File: src/rtl/sw_prio_encoder.sv
// Switch priority encoder: synchronizes and debounces 8 slide switches, encodes the highest
// set switch onto LEDs and one 7-segment digit, with a button-toggled display hold.
// Optional macro SWENC_MULTIHOT_EN adds a registered multi-hot flag on ledr[6].
module sw_prio_encoder #(
    parameter int DEBOUNCE_CYCLES = 500000,
    parameter int CNT_W           = 24
) (
    input  logic        clk,
    input  logic        rst,
    input  logic [4:0]  btn,
    input  logic [7:0]  sw,
    output logic [15:0] ledr,
    output logic [7:0]  seg0
);

    localparam logic [CNT_W-1:0] CNT_MAX = CNT_W'(DEBOUNCE_CYCLES - 1);

    // Active-low 7-segment pattern (dp, g..a) for a valid code; blank when not valid.
    function automatic logic [7:0] seg_pattern(input logic [2:0] code, input logic valid);
        logic [7:0] pat;
        if (valid) begin
            case (code)
                3'd0:    pat = 8'hC0;
                3'd1:    pat = 8'hF9;
                3'd2:    pat = 8'hA4;
                3'd3:    pat = 8'hB0;
                3'd4:    pat = 8'h99;
                3'd5:    pat = 8'h92;
                3'd6:    pat = 8'h82;
                3'd7:    pat = 8'hF8;
                default: pat = 8'hFF;
            endcase
        end else begin
            pat = 8'hFF;
        end
        return pat;
    endfunction

`ifdef SWENC_MULTIHOT_EN
    // True when two or more bits of the vector are set.
    function automatic logic is_multi_hot(input logic [7:0] vec);
        logic [3:0] pop;
        pop = 4'd0;
        for (int i = 0; i < 8; i++) begin
            pop = pop + {3'd0, vec[i]};
        end
        return (pop >= 4'd2);
    endfunction
`endif

    logic [7:0]       sw_meta_r;
    logic [7:0]       sw_sync_r;
    logic [7:0]       cand_r;
    logic [CNT_W-1:0] cnt_r;
    logic [7:0]       stable_r;

    logic             btn_meta_r;
    logic             btn_sync_r;
    logic             btn_prev_r;
    logic             hold_r;
    logic             hold_rise_s;
    logic             upd_en_s;

    logic [2:0]       code_s;
    logic             valid_s;
    logic [7:0]       seg_s;

    logic [2:0]       code_r;
    logic             valid_r;
    logic [7:0]       vec_r;
    logic [7:0]       seg_r;
    logic             multi_r;

    logic             btn_unused_s;
    assign btn_unused_s = ^btn[4:1];

    // Two-flop synchronizer for the switch vector.
    always_ff @(posedge clk or posedge rst) begin
        if (rst) begin
            sw_meta_r <= 8'h00;
            sw_sync_r <= 8'h00;
        end else begin
            sw_meta_r <= sw;
            sw_sync_r <= sw_meta_r;
        end
    end

    // Whole-vector debounce; any change restarts the count, saturating count commits.
    always_ff @(posedge clk or posedge rst) begin
        if (rst) begin
            cand_r   <= 8'h00;
            cnt_r    <= '0;
            stable_r <= 8'h00;
        end else if (sw_sync_r != cand_r) begin
            cand_r <= sw_sync_r;
            cnt_r  <= '0;
        end else if (cnt_r == CNT_MAX) begin
            stable_r <= cand_r;
        end else begin
            cnt_r <= cnt_r + {{(CNT_W-1){1'b0}}, 1'b1};
        end
    end

    // Hold button synchronizer, edge-detect history and hold toggle.
    always_ff @(posedge clk or posedge rst) begin
        if (rst) begin
            btn_meta_r <= 1'b0;
            btn_sync_r <= 1'b0;
            btn_prev_r <= 1'b0;
            hold_r     <= 1'b0;
        end else begin
            btn_meta_r <= btn[0];
            btn_sync_r <= btn_meta_r;
            btn_prev_r <= btn_sync_r;
            hold_r     <= hold_r ^ hold_rise_s;
        end
    end

    // Rising edge of the synchronized button; a pending toggle also blocks capture.
    always_comb begin
        hold_rise_s = btn_sync_r & ~btn_prev_r;
        upd_en_s    = ~hold_r & ~hold_rise_s;
    end

    // Priority encoder on the committed vector; bit 7 has top priority.
    always_comb begin
        valid_s = |stable_r;
        casez (stable_r)
            8'b1???????: code_s = 3'd7;
            8'b01??????: code_s = 3'd6;
            8'b001?????: code_s = 3'd5;
            8'b0001????: code_s = 3'd4;
            8'b00001???: code_s = 3'd3;
            8'b000001??: code_s = 3'd2;
            8'b0000001?: code_s = 3'd1;
            8'b00000001: code_s = 3'd0;
            default:     code_s = 3'd0;
        endcase
        seg_s = seg_pattern(code_s, valid_s);
    end

    // Display registers; frozen while hold is active.
    always_ff @(posedge clk or posedge rst) begin
        if (rst) begin
            code_r  <= 3'd0;
            valid_r <= 1'b0;
            vec_r   <= 8'h00;
            seg_r   <= 8'hFF;
            multi_r <= 1'b0;
        end else if (upd_en_s) begin
            code_r  <= code_s;
            valid_r <= valid_s;
            vec_r   <= stable_r;
            seg_r   <= seg_s;
`ifdef SWENC_MULTIHOT_EN
            multi_r <= is_multi_hot(stable_r);
`else
            multi_r <= 1'b0;
`endif
        end
    end

    assign ledr = {vec_r, 1'b0, multi_r, hold_r, valid_r, 1'b0, code_r};
    assign seg0 = seg_r;

endmodule

File: config.mk
export PLATFORM = sky130hd
export DESIGN_NAME = sw_prio_encoder
export DESIGN_NICKNAME = d
export VERILOG_FILES = /design/src/rtl/sw_prio_encoder.sv
export SDC_FILE = /design/constraint.sdc
export NUM_CORES = 1
export LEC_CHECK = 0
export ABC_AREA = 1
export CORE_MARGIN = 2
export CORE_UTILIZATION = 56
export CTS_BUF_LIST = sky130_fd_sc_hd__clkbuf_8 sky130_fd_sc_hd__clkbuf_16
export CTS_CLUSTER_SIZE = 10
export DETAILED_ROUTE_END_ITERATION = 7
export PLACE_DENSITY = 0.81
export SLEW_MARGIN = 25
export SYNTH_ARGS = -nofsm -noshare
export SYNTH_HDL_FRONTEND = slang
export SYNTH_SLANG_ARGS = --single-unit
File: constraint.sdc
create_clock -name clk -period 3 [get_ports clk]
set_clock_uncertainty 0.05 [all_clocks]
set_input_delay 0.75 -clock clk [delete_from_list [all_inputs] [get_ports clk]]
set_output_delay 0.75 -clock clk [all_outputs]
set_load 0.005 [all_outputs]
Word-level counts from Yosys, hierarchy flattened. Memories as Yosys holds them, arrays and structs flattened. Index checks and enable logic that the tools add are counted. Widths: inputs -> output; s select.

Register bits: 80. ROM bits: 56. Output and inout port bits: 24. Memories kept: 1.

$add $sub $neg: 1. Eq/ne operators: 9. Mux-type cells: 4. Bitwise logic cells: 7. Reductions and logical operators: 2.

Memories: (no name shown) (depth 8, bits a word 7, read ports 1, clocked after memory_dff 0, wr ports 0, line 22) `case (code)`.

Operators with widths (number): $mux 24 (2); $add 24x1->24 const B (1); $eq 24x19->1 const B (1); $pmux 3 s7 (1); $mux 8 (1); $ne 8x8->1 (1); $reduce_or 8->1 (1); $eq 7x1->1 const B (1); $eq 6x1->1 const B (1); $eq 5x1->1 const B (1); $eq 4x1->1 const B (1); $not 1->1 (4); $eq 3x1->1 const B (1); $and 1x1->1 (2); $eq 2x1->1 const B (1); $ne 2x2->1 const B (1); $reduce_and 2->1 (1); $xor 1x1->1 (1).

Longest topological paths before layout.
Depth after elaboration: 4. Mapped depth: 10. Depth with buffers taken out: 10.

Least setup slack after synthesis. No wires, ideal clock.

Path type: flip-flop to flip-flop. Start point: register stable_r[6]. End point: register seg_r[3], in the netlist seg0[3]. Setup time: 80 ps. Data arrival time: 1629 ps. Slack: 1241 ps. Cell stages (with the launch flop): 10. Path buffers: 0. Cells stage by stage: dfrtp_1 nor2_1 nand2_1 o21ai_0 nor3_1 inv_1 ha_1 nand2_1 o21ai_0 o22a_1.

Cells in the longest elaborated chain, start to end: 4. Elaborated cells between the ends (all ways): 10.

RTL lines: start: declaration (line 55) `logic [7:0] stable_r;`; start signal: assignment (line 98) `stable_r <= cand_r;`; $eq 7x1->1 (tied with other cells) (line 128) `casez (stable_r)`; $pmux 3 s7 * (line 128); named net code_s[0] (line 64) `logic [2:0] code_s;`; $mem_v2 8x7 *; $mux 8 * (line 21) `if (valid) begin`; end signal: assignment (line 154) `seg_r <= seg_s;`; end: declaration (line 71) `logic [7:0] seg_r;`.

The timed path passes the listed nets; every way through them passes the cells marked *. A chain may end at the register's enable or synchronous reset.

Worst setup path after layout.
Start point: register seg_r[2], in the netlist seg0[2]. End point: output port seg0[2].

RTL lines: end: declaration (line 13) `output logic [7:0] seg0`.

No word-level cell between the ends.

==> results.sh <==
export IMPL_root_buffer="clkbuf_8"
export IMPL_die_w_um=83.9
export IMPL_fp_row_count=29
export IMPL_end_kind="primary output"
export IMPL_gp_congestion=0.827
export IMPL_rsz0062_at_grt="false"
export IMPL_path_class="reg2out"
export IMPL_netlist_instances=405
export IMPL_finalHoldViolCount=0
export IMPL_required_ns=2.20
export IMPL_cp_max_fo=2
export IMPL_ys_ff_latch=79
export IMPL_drtIter0Drc=89
export IMPL_fin_ws_ns=0.834
export IMPL_syn_to_final_growth_pct=14.6
export IMPL_dieArea_um2=7050
export IMPL_crit_buf_inv=1
export IMPL_syn_area_um2=3580
export IMPL_crit_cells=1
export IMPL_crit_slowest_cell="dfstp_2"
export IMPL_routedWlPerCell_um=11.1
export IMPL_pin_count=39
export IMPL_switching_power_uw=476
export IMPL_crit_path_max_incr_delay_ns=0.54
export IMPL_cts_hold_buf=0
export IMPL_crit_chain="clkdlybuf4s50_1"
export IMPL_ys_warn_count=0
export IMPL_cp_top_family="flip-flops"
export IMPL_grt_max_degree=26
export IMPL_ant_nets=0
export IMPL_startpoint_type="flip-flop"
export IMPL_fillers=488
export IMPL_seq_area_frac_synth=0.555
export IMPL_vias=2552
export IMPL_preCtsSetupSlack_ns=0.923
export IMPL_drt_first_pass_iters=4
export IMPL_drive_above_1_share=0.121
export IMPL_cts_buffer_depth=2
export IMPL_post_cts_buffers=0
export IMPL_p_leak_uw=0.00193
export IMPL_grt_overflow=0
export IMPL_diodes=0
export IMPL_grt_pass1_vias=2315
export IMPL_portBuffers=30
export IMPL_power_uw=1990
export IMPL_intPower_uw=1520
export IMPL_reg2reg_depth=9
export IMPL_combPwrFrac=0.068
export IMPL_cts_resized=0
export IMPL_vdd_drop_max_v=0.000320
export IMPL_final_max_slew_violation_count=0
export IMPL_core_area_um2=6280
export IMPL_worstMarginPinSlew_ns=0.582
export IMPL_yosysUniqueCellTypes=35
export IMPL_crit_arrival_ns=1.37
export IMPL_setup_viol=0
export IMPL_final_cell_area_um2=4100
export IMPL_clk_latency_ns=0.34
export IMPL_drv_cap=0
export IMPL_synth_area_per_cell_um2=8.84
export IMPL_p_clk_frac=0.379
export IMPL_cts_made_buffers=9
export IMPL_dp_hpwl_mm=4.24
export IMPL_fmax_mhz=462
export IMPL_drcViolationCount=0
export IMPL_clk_pin_slew_ns=0.08
export IMPL_maxSlewHeadroom=0.609
export IMPL_power_density_nw_per_um2=486
export IMPL_antenna_found_initial=0
export IMPL_clock_sinks=79
export IMPL_htree_levels=3
export IMPL_finalCritPeriodShare=0.722
export IMPL_place_area_um2=3910
export IMPL_track_usage=0.181
export IMPL_seqPwrFrac=0.553
export IMPL_setup_tns_final_ns=0
export IMPL_nets=456
export IMPL_vias_per_cell=4.96
export IMPL_status="finished clean"
export IMPL_p_sw_frac=0.239
export IMPL_grt_pass1_wl_mm=10.2
export IMPL_die_y_um=83.9
export IMPL_hold_path_class="reg2reg"
export IMPL_period_needed_ns=2.17
export IMPL_wirelength_mm=5.72
export IMPL_hold_depth=0
export IMPL_cts_tree="yes"
export IMPL_initial_core_util=0.570
area by class of cell:
cell class	count	area (µm²)	share of cell area
clock buffer	9	124	0.0302
sequential	79	1990	0.484
multi-input combinational	257	1290	0.316
inverter	51	191	0.0467
tap	77	96.3	0.0235
clock inverter	6	63.8	0.0156
timing repair buffer	36	345	0.0842
power groups by stage:
stage | clock [µW] | combinational (µW) | sequential [µW]
5_1_grt | 818 | 155 | 1110
2_1_floorplan | 0 | 100 | 1120
6_report | 757 | 135 | 1100
4_1_cts | 774 | 138 | 1100
3_3_place_gp | 0 | 135 | 1120
3_5_place_dp | 0 | 137 | 1120
Yosys cell counts:
| cell type | instances | area, µm² |
|---|---|---|
| ha_1 | 7 | 87.6 |
| nand2_2 | 1 | 6.26 |
| nand2b_4 | 1 | 13.8 |
| o22a_1 | 2 | 17.5 |
| nand4_1 | 5 | 31.3 |
| nor2_1 | 49 | 184 |
| nand3_1 | 16 | 80.1 |
| nor3_1 | 7 | 35.0 |
| nor3b_1 | 3 | 22.5 |
| dfrtp_1 | 72 | 1800 |
| nand2_1 | 92 | 345 |
| inv_2 | 6 | 22.5 |
| a21oi_1 | 20 | 100 |
| buf_2 | 1 | 5.00 |
| nand3_2 | 1 | 10.0 |
| inv_1 | 44 | 165 |
| nor2_2 | 6 | 37.5 |
| nand3_4 | 1 | 17.5 |
| xnor2_1 | 1 | 8.76 |
| xor2_1 | 1 | 8.76 |
| clkinv_1 | 1 | 3.75 |
| nor2_4 | 7 | 78.8 |
| clkbuf_1 | 10 | 37.5 |
| dfstp_2 | 7 | 184 |
| a31oi_1 | 3 | 18.8 |
| o21ai_0 | 14 | 70.1 |
| o211a_1 | 2 | 20.0 |
| buf_6 | 1 | 11.3 |
| buf_4 | 8 | 60.1 |
| conb_1 | 2 | 7.51 |
| o21ai_1 | 10 | 50.1 |
| nand2_4 | 1 | 11.3 |
| a211oi_1 | 1 | 7.51 |
| o21bai_1 | 1 | 7.51 |
| nor3_2 | 1 | 10.0 |
state kept, by name, indices dropped and copies added, names as in the netlist, 3 cells and up:
name       count
cand_r         8
sw_sync_r      8
vec_r          8
stable_r       8
seg0           7
cnt_r         24
sw_meta_r      8
code_r         3
cell families after synthesis:
kind of cell             count (synthesis)  share of synthesized area
AO/OA/AOI/OAI                           53                     0.0815
XOR/XNOR                                 2                    0.00490
flip-flops                              79                      0.555
AND/OR/NAND/NOR                        191                      0.247
adder cells (fa/ha/maj)                  7                     0.0245
buffers and inverters                   71                     0.0853
other                                    2                    0.00210
worst paths after layout:
check,from,slack (ns),end
max,seg0[2],0.83,seg0[2]
min,sw_meta_r[1],0.30,sw_sync_r[1]
max reg2reg,stable_r[6],0.91,seg0[5]
min reg2reg,sw_meta_r[1],0.30,sw_sync_r[1]
max in group asynchronous,rst,1.58,seg0[4]
min in group asynchronous,rst,0.70,btn_meta_r
cell usage in the layout (no fill, tap or decap), types with 2 or more instances in the layout:
master,instances
nor2_2,6
nor3b_1,3
a31oi_1,3
nand2_1,92
nor3_1,7
dfstp_2,7
conb_1,4
clkdlybuf4s50_1,30
o21ai_0,14
o22a_1,2
a21oi_1,20
inv_1,44
nor2_1,49
nor2_4,7
clkbuf_8,9
buf_4,6
clkinv_4,2
nand3_1,16
nand4_1,5
ha_1,7
o211a_1,2
inv_2,7
dfrtp_1,72
o21ai_1,10
stage by stage:
stage	std cells	hold WS [ns]	util
2_1_floorplan	407	0.281	-
3_3_place_gp	500	0.282	0.623
3_5_place_dp	500	0.285	0.623
4_1_cts	515	0.303	0.653
5_1_grt	515	0.311	0.653
6_report	515	0.301	0.653
per-layer routing:
metal / track usage / share of wire
met1: 0.245 / 0.48
met5: 0 / 0
met3: 0.0386 / 0.038
met2: 0.280 / 0.47
met4: 0.0836 / 0.018
Note: power is estimated with default switching activity, not from simulation.
